`src/rtl/fifo_uart_tx_pkg.sv`:
```
// Shared types and constants for the FIFO-fed UART transmitter.
// FIFO_TX_PARITY_EN (when defined) adds a parity bit to every frame.
package fifo_uart_tx_pkg;

    typedef enum logic [2:0] {
        IDLE,
        REQ,
        CAPT,
        START,
        DATA,
        PARITY,
        STOP
    } tx_state_t;

    localparam int unsigned DATA_BITS = 8;

    // Frame duration in clk cycles: start + data + parity + stop bits.
    function automatic int unsigned frame_len(input int unsigned cpb,
                                              input int unsigned stop,
                                              input int unsigned par);
        return (1 + DATA_BITS + par + stop) * cpb;
    endfunction

endpackage

```
`src/rtl/fifo_tx_bit_timer.sv`:
```
// Bit-period timer: counts 0..CLKS_PER_BIT-1 and pulses tick on the last count.
module fifo_tx_bit_timer #(
    parameter int unsigned CLKS_PER_BIT = 16
) (
    input  logic clk,
    input  logic reset,
    input  logic restart,
    output logic tick
);

    localparam int unsigned CW = (CLKS_PER_BIT > 1) ? $clog2(CLKS_PER_BIT) : 1;
    localparam logic [CW-1:0] LAST = CW'(CLKS_PER_BIT - 1);

    logic [CW-1:0] cnt;

    always_ff @(posedge clk) begin
        if (reset || restart) begin
            cnt <= '0;
        end else if (cnt == LAST) begin
            cnt <= '0;
        end else begin
            cnt <= cnt + 1'b1;
        end
    end

    assign tick = (cnt == LAST);

endmodule

```
`src/rtl/fifo_uart_tx.sv`:
```
// Pops bytes from the sync FIFO and serialises them as UART frames on tx.
// Optional parity bit is enabled by defining FIFO_TX_PARITY_EN.
module fifo_uart_tx #(
    parameter int unsigned CLKS_PER_BIT = 16,
    parameter int unsigned STOP_BITS    = 1,
    parameter int unsigned PARITY_ODD   = 0
) (
    input  logic        clk,
    input  logic        reset,
    input  logic        tx_enable,
    input  logic        fifo_empty,
    input  logic        fifo_wr_en,
    input  logic [7:0]  fifo_dout,
    output logic        fifo_rd_en,
    output logic        tx,
    output logic        busy,
    output logic [15:0] frame_cnt
);

    import fifo_uart_tx_pkg::*;

    tx_state_t  state, state_d;
    logic [7:0] shreg, shreg_d;
    logic [2:0] bit_idx, bit_idx_d;
    logic       blk;
    logic       cnt_inc;
    logic       tx_d;
    logic       tick;
    logic       restart;
`ifdef FIFO_TX_PARITY_EN
    logic       par_q;
`endif

    assign restart    = (state == CAPT) && !blk;
    assign fifo_rd_en = (state == REQ);
    assign busy       = (state != IDLE);

    fifo_tx_bit_timer #(
        .CLKS_PER_BIT(CLKS_PER_BIT)
    ) u_timer (
        .clk    (clk),
        .reset  (reset),
        .restart(restart),
        .tick   (tick)
    );

    always_comb begin
        state_d   = state;
        shreg_d   = shreg;
        bit_idx_d = bit_idx;
        cnt_inc   = 1'b0;
        case (state)
            IDLE:  if (tx_enable && !fifo_empty) state_d = REQ;
            REQ:   state_d = CAPT;
            CAPT: begin
                // A read that collided with a write was dropped by the FIFO.
                if (blk) begin
                    state_d = IDLE;
                end else begin
                    shreg_d   = fifo_dout;
                    bit_idx_d = '0;
                    state_d   = START;
                end
            end
            START: if (tick) state_d = DATA;
            DATA: begin
                if (tick) begin
                    shreg_d   = {1'b0, shreg[7:1]};
                    bit_idx_d = bit_idx + 1'b1;
                    if (bit_idx == 3'(DATA_BITS - 1)) begin
                        bit_idx_d = '0;
`ifdef FIFO_TX_PARITY_EN
                        state_d = PARITY;
`else
                        state_d = STOP;
`endif
                    end
                end
            end
`ifdef FIFO_TX_PARITY_EN
            PARITY: if (tick) state_d = STOP;
`endif
            STOP: begin
                if (tick) begin
                    if (bit_idx == 3'(STOP_BITS - 1)) begin
                        bit_idx_d = '0;
                        cnt_inc   = 1'b1;
                        state_d   = IDLE;
                    end else begin
                        bit_idx_d = bit_idx + 1'b1;
                    end
                end
            end
            default: state_d = IDLE;
        endcase
    end

    // tx is registered from the next state so it moves exactly on bit boundaries.
    always_comb begin
        tx_d = 1'b1;
        case (state_d)
            START:  tx_d = 1'b0;
            DATA:   tx_d = shreg_d[0];
`ifdef FIFO_TX_PARITY_EN
            PARITY: tx_d = par_q;
`endif
            default: tx_d = 1'b1;
        endcase
    end

    always_ff @(posedge clk) begin
        if (reset) begin
            state     <= IDLE;
            tx        <= 1'b1;
            shreg     <= '0;
            bit_idx   <= '0;
            blk       <= 1'b0;
            frame_cnt <= '0;
        end else begin
            state   <= state_d;
            tx      <= tx_d;
            shreg   <= shreg_d;
            bit_idx <= bit_idx_d;
            if (state == REQ) blk <= fifo_wr_en;
            if (cnt_inc) frame_cnt <= frame_cnt + 16'd1;
        end
    end

`ifdef FIFO_TX_PARITY_EN
    always_ff @(posedge clk) begin
        if (reset) begin
            par_q <= 1'b0;
        end else if (state == CAPT) begin
            par_q <= (^fifo_dout) ^ 1'(PARITY_ODD);
        end
    end
`endif

endmodule

```
`config.mk`:
```
export PLATFORM = sky130hd
export DESIGN_NAME = fifo_uart_tx
export DESIGN_NICKNAME = d
export VERILOG_FILES = /design/src/rtl/fifo_uart_tx_pkg.sv /design/src/rtl/fifo_tx_bit_timer.sv /design/src/rtl/fifo_uart_tx.sv
export SDC_FILE = /design/constraint.sdc
export NUM_CORES = 1
export LEC_CHECK = 0
export CAP_MARGIN = 20
export CORE_MARGIN = 8
export CORE_UTILIZATION = 46
export CTS_BUF_LIST = sky130_fd_sc_hd__clkbuf_16
export DETAILED_ROUTE_END_ITERATION = 16
export PLACE_DENSITY = 0.77
export SLEW_MARGIN = 5
export SYNTH_ARGS = -nofsm -noshare
export SYNTH_HDL_FRONTEND = slang
export SYNTH_SLANG_ARGS = --single-unit
export TNS_END_PERCENT = 1
```
`constraint.sdc`:
```
create_clock -name clk -period 2.3 [get_ports clk]
set_clock_uncertainty 0.05 [all_clocks]
set_input_delay 0.69 -clock clk [delete_from_list [all_inputs] [get_ports clk]]
set_output_delay 0.69 -clock clk [all_outputs]
set_load 0.01 [all_outputs]
```
======== After elaboration in Yosys (flattened, before gate mapping) ========
Cells that the tools add are included.
storage, ports and cells
  flip-flop bits (word level) ............. 36
  input port bits ......................... 13
  output and inout bits ................... 19
  logic and storage cells ................. 57
operators by class
  add/subtract/negate cells ............... 3
  eq/ne operators ......................... 12
  muxes and demuxes ....................... 21
  reduce and logical (&&, ||, !) cells .... 13
operators with widths
  operator               count
  $mux 3                 11
  $pmux 3 s6             1
  $add 16x1->16 const B  1
  $mux 8                 2
  $pmux 8 s2             1
  $eq 3x3->1 const B     4
  $eq 3x2->1 const B     3
  $pmux 3 s3             1
  $logic_not 3->1        2
  $ne 2x2->1 const B     3
  $reduce_bool 3->1      2
  $add 4x1->4 const B    1
  $eq 4x4->1 const B     1
  $reduce_and 4->1       1
  $add 3x1->3 const B    1
  $eq 3x1->1 const B     1
  $mux 1                 3
  $reduce_and 3->1       1
  $logic_and 1x1->1      2
  $logic_not 1->1        2
  $mux 2                 1
  $pmux 1 s2             1
  $reduce_bool 2->1      1
  $reduce_or 2->1        1
  $logic_or 1x1->1       1

======== Depth between registers and ports, before layout ========
  word-level depth ........................ 6
  depth in mapped cells ................... 7
  mapped depth without buffers ............ 6

======== Modules after synthesis ========
A second synthesis with hierarchy kept.
unflattened totals
  cells, all modules ...................... 197
  area total of the unflattened synthesis .. 1,717.9 um2
by module, submodules not included
  module             instances  cells each  area each (um2)  sequential area each (um2)
  fifo_uart_tx       1          181         1,560.2          640.6
  fifo_tx_bit_timer  1          16          157.7            80.1

======== Worst setup path before layout ========
Ideal clock, no wire load.
  kind .................................... register -> register
  from .................................... register u_timer.cnt[0]
  to ...................................... register frame_cnt[11]
  setup time .............................. 0.070 ns
  arrival ................................. 1.983 ns
  data required time ...................... 2.180 ns
  slack ................................... 0.197 ns
  stages on the path, launching flop included .. 7
  path buffers ............................ 1
  clock period less this slack ............ 2.103 ns
  cell sequence ........................... dfxtp_1 -> ha_1 -> nand3_2 -> or4_4 -> buf_6 -> or4_1 -> a21oi_1
on the way
  word-level cells in the longest chain between the ends .. 3
RTL lines
  what                    RTL line                 RTL
  start, declared         fifo_tx_bit_timer.sv:14  logic [CW-1:0] cnt;
  start signal, assigned  fifo_tx_bit_timer.sv:22  cnt <= cnt + 1'b1;
  $eq 4x4->1              fifo_tx_bit_timer.sv:26  assign tick = (cnt == LAST);
  $mux 1                  fifo_uart_tx.sv:84       if (tick) begin
  $mux 1                  fifo_uart_tx.sv:52       case (state)
  end signal, assigned    fifo_uart_tx.sv:125      if (cnt_inc) frame_cnt <= frame_cnt + 16'd1;
  end, declared           fifo_uart_tx.sv:17       output logic [15:0] frame_cnt
No other way between the ends.
A chain may end at the register's enable or synchronous reset.

======== Worst setup path in the final report ========
  from .................................... register bit_idx[0]
  to ...................................... register frame_cnt[9]
on the way
  word-level cells in the longest chain between the ends .. 4
RTL lines
  what                    RTL line             RTL
  start, declared         fifo_uart_tx.sv:24   logic [2:0] bit_idx, bit_idx_d;
  start signal, assigned  fifo_uart_tx.sv:123  bit_idx <= bit_idx_d;
  $logic_not 3->1         fifo_uart_tx.sv:85   if (bit_idx == 3'(STOP_BITS - 1)) begin
  $mux 1                  fifo_uart_tx.sv:85
  $mux 1                  fifo_uart_tx.sv:84
  $mux 1                  fifo_uart_tx.sv:52
No other way between the ends.

==> impl_results.md <==
* Primary FF master, synth: dfxtp_1
* DIE WIDTH at 77.18 um
* Gr busiest metal: met2
* Pin count of the biggest net entering global routing at 37
* Initial antenna violation count at 0
* Worst rel slew slack at 70.63%
* Area Growth Syn to Fin at 32.85%
* CP startpoint kind: flop
* DRC at 0
* Final Instance Count excl. Fillers at 281
* Top Family by Delay on Critical Path: simple AND/OR/NAND/NOR gates
* Area post-placement at 0.002111 mm^2
* Slew Limit Fails at 0
* Unrepaired setup endpoints after global routing: no
* WP data required at 2460 ps
* CTS tree: yes
* Placed wire-length estimate at 2.788 mm
* Ports at 32
* Clock sinks at 36
* Share of cells above drive strength 1 at 11.16%
* DP Worst Slack at 137.7 ps
* Crit-path cells: inv_1 -> ha_1 -> nand3b_1 -> or4_4 -> or4_1 -> a21oi_1
* GR met2 Demand/Resource at 22.33%
* Core outline area at 0.003633 mm^2
* Outcome: completed
* Wirelength, routed at 4.234 mm
* First-pass GRT wire length at 7.162 mm
* Worst path bufs/invs at 1
* # Max-Cap Violations at 0
* Post-synth EDFFs at 0
* Placed insts at 273
* Maximum vdd drop at 0.0004204 V
* Crit-path max FO at 11
* Total number of vias at 1636
* Pwr/cell area at 673.6 mW/mm^2
* # rows at 22
* GRT overflow at 0
* CP max stage delay at 630 ps
* Final worst-path cycle share at 94.06%
* Drt wl/cell at 15.07 um
* Die area at 0.005956 mm^2
* # setup viols final at 0
* Worst-Skew Late Latency at 280 ps
* Die height at 77.18 um
* Critical path class: reg2reg
* Initial Util at 47.38%
* Clock buffer depth at 2
* Final-report hold violation count at 0
* Leakage power at 0.7878 nW
* YS warnings at 0
* GRT met1 Usage at 17.41%
* Max Fclk at 462.2 MHz
* GPL Wtd Cong at 0.8121
* Sequential element share of the synthesized area at 41.86%
* Hold/Removal Path Class: reg2reg
* Antenna-violating nets left at 0
* Synth async-reset ratio at 0%
* Hold slack at 405.2 ps
* Root buf cell: clkbuf_16
* All-Layer GR Usage at 14.32%
* Final worst path period need at 2163 ps
* Syn Std Cell Area at 0.001722 mm^2
* Post-CTS Repair Setup Buffers at 0
* Mean post-synth cell area at 8.784 um^2
* FF+latch count, synth at 36
* Post-route cell area at 0.002287 mm^2
* Highest-count cells in the layout ignoring fill and taps: dfxtp_1 (34), clkdlybuf4s50_1 (29), a21oi_1 (25)
* Port Buffer Count at 31
* Initial DRC count at 84
* Fin nets at 250
* Commonest non-fill, non-tap cell in the layout: dfxtp_1
* Met3 Use GR at 3.963%
* Syn Nets at 214
* CTS clk-pin slew, worst paths at 60 ps
* Syn Inst Count at 196
* Crit end category: flop
* Worst-margin pin slew at 436.5 ps
* Slowest cell on the critical path: or4_4
* WP data arrival at 2320 ps
* Setup ws final at 136.7 ps
* Pre-Repair DR Iteration Count at 4
* Number of diodes at 0
* Max H-tree Level at 2
* Vias per cell at 5.822
* Setup tns final at 0 ps
* Vias in the first global route at 1535
* Number of library cell types mapped by synthesis at 40
* Number of CTS-inserted buffers at 5
==> synthesized netlist by cell type (all sizes together) (2+ instances only) <==
master	number	area share [%]
a31oi	2	0.73
xor2	4	2.0
dfxtp	36	42
nor2b	3	1.1
and3	3	1.1
nand3	11	3.5
a21oi	25	7.3
nor3	4	1.2
clkbuf	6	1.3
or4	9	4.1
nor4b	2	1.4
nand4	8	2.9
nand2b	4	1.5
or3b	3	1.5
or3	4	1.5
ha	5	3.6
a221oi	2	1.0
a22oi	6	2.6
xnor2	2	1.0
buf	3	1.4
nand2	13	2.8
nor2	11	2.4
inv	4	0.87
o31ai	8	3.5
nor4	4	1.5
mux2i	2	1.2
o21ai	4	1.2
==> cells by family after synthesis <==
kind of cell             Yosys count  share of synthesized area [%]
buffers and inverters             13                          3.561
flip-flops                        36                          41.86
adder cells (fa/ha/maj)            5                          3.634
AO/OA/AOI/OAI                     50                          17.88
multiplexers                       3                          1.817
XOR/XNOR                           6                          3.052
AND/OR/NAND/NOR                   83                          28.20
==> layout make-up <==
cell class / instances / area (um^2)
Timing Repair Buffer: 38 / 376.6
Tap cell: 48 / 60.06
Sequential cell: 36 / 723.2
Clock buffer: 5 / 125.1
Clock inverter: 3 / 42.54
Multi-Input combinational cell: 147 / 944.7
Fill cell: 324 / 1346
Inverter: 4 / 15.01
==> per-layer routing <==
metal	up-vias	routed length (um)
met5	-	0
met1	780	1920
li1	813	-
met2	38	2077
met4	0	56
met3	5	180
==> sequential cells by signal, indices dropped and copies added (netlist names) <==
register and cells:
tx 1, bit_idx 3, blk 1, u_timer.cnt 4, state 3, frame_cnt 16, shreg 8
==> final timing paths <==
check / from / end / slack, ps / cells after the start
setup / recovery: bit_idx[0] / frame_cnt[9] / 140 / 6
setup reg to reg: bit_idx[0] / frame_cnt[9] / 140 / 6
hold reg to reg: shreg[2] / shreg[2] / 410 / 2
hold / removal: shreg[2] / shreg[2] / 410 / 2
==> tightest hold or removal path, stage by stage (launching register included) <==
cell     delay, ps
dfxtp_1        310
nand2_1         50
a21oi_1         50
==> per-stage QoR <==
| stage | utilization, % | total power [mW] |
|---|---|---|
| after floorplan | - | 0.7344 |
| after global placement | 58.09 | 0.7816 |
| after detailed placement | 58.09 | 0.7847 |
| after CTS | 62.81 | 1.556 |
| after global routing | 62.95 | 1.596 |
| final | 62.95 | 1.541 |
==> what timing repair did <==
item,4_1_cts,5_1_grt
pin swaps,0,1
resized for setup,4,2
setup endpoints to repair,2,4
hold buffers,0,0
==> report_power, final <==
group	internal (mW)	switching, mW	leakage [nW]
registers	0.642	0.0165	0.292
clock network	0.509	0.259	0.0798
logic	0.0603	0.0543	0.416
Power figures use the tool's default switching activity.
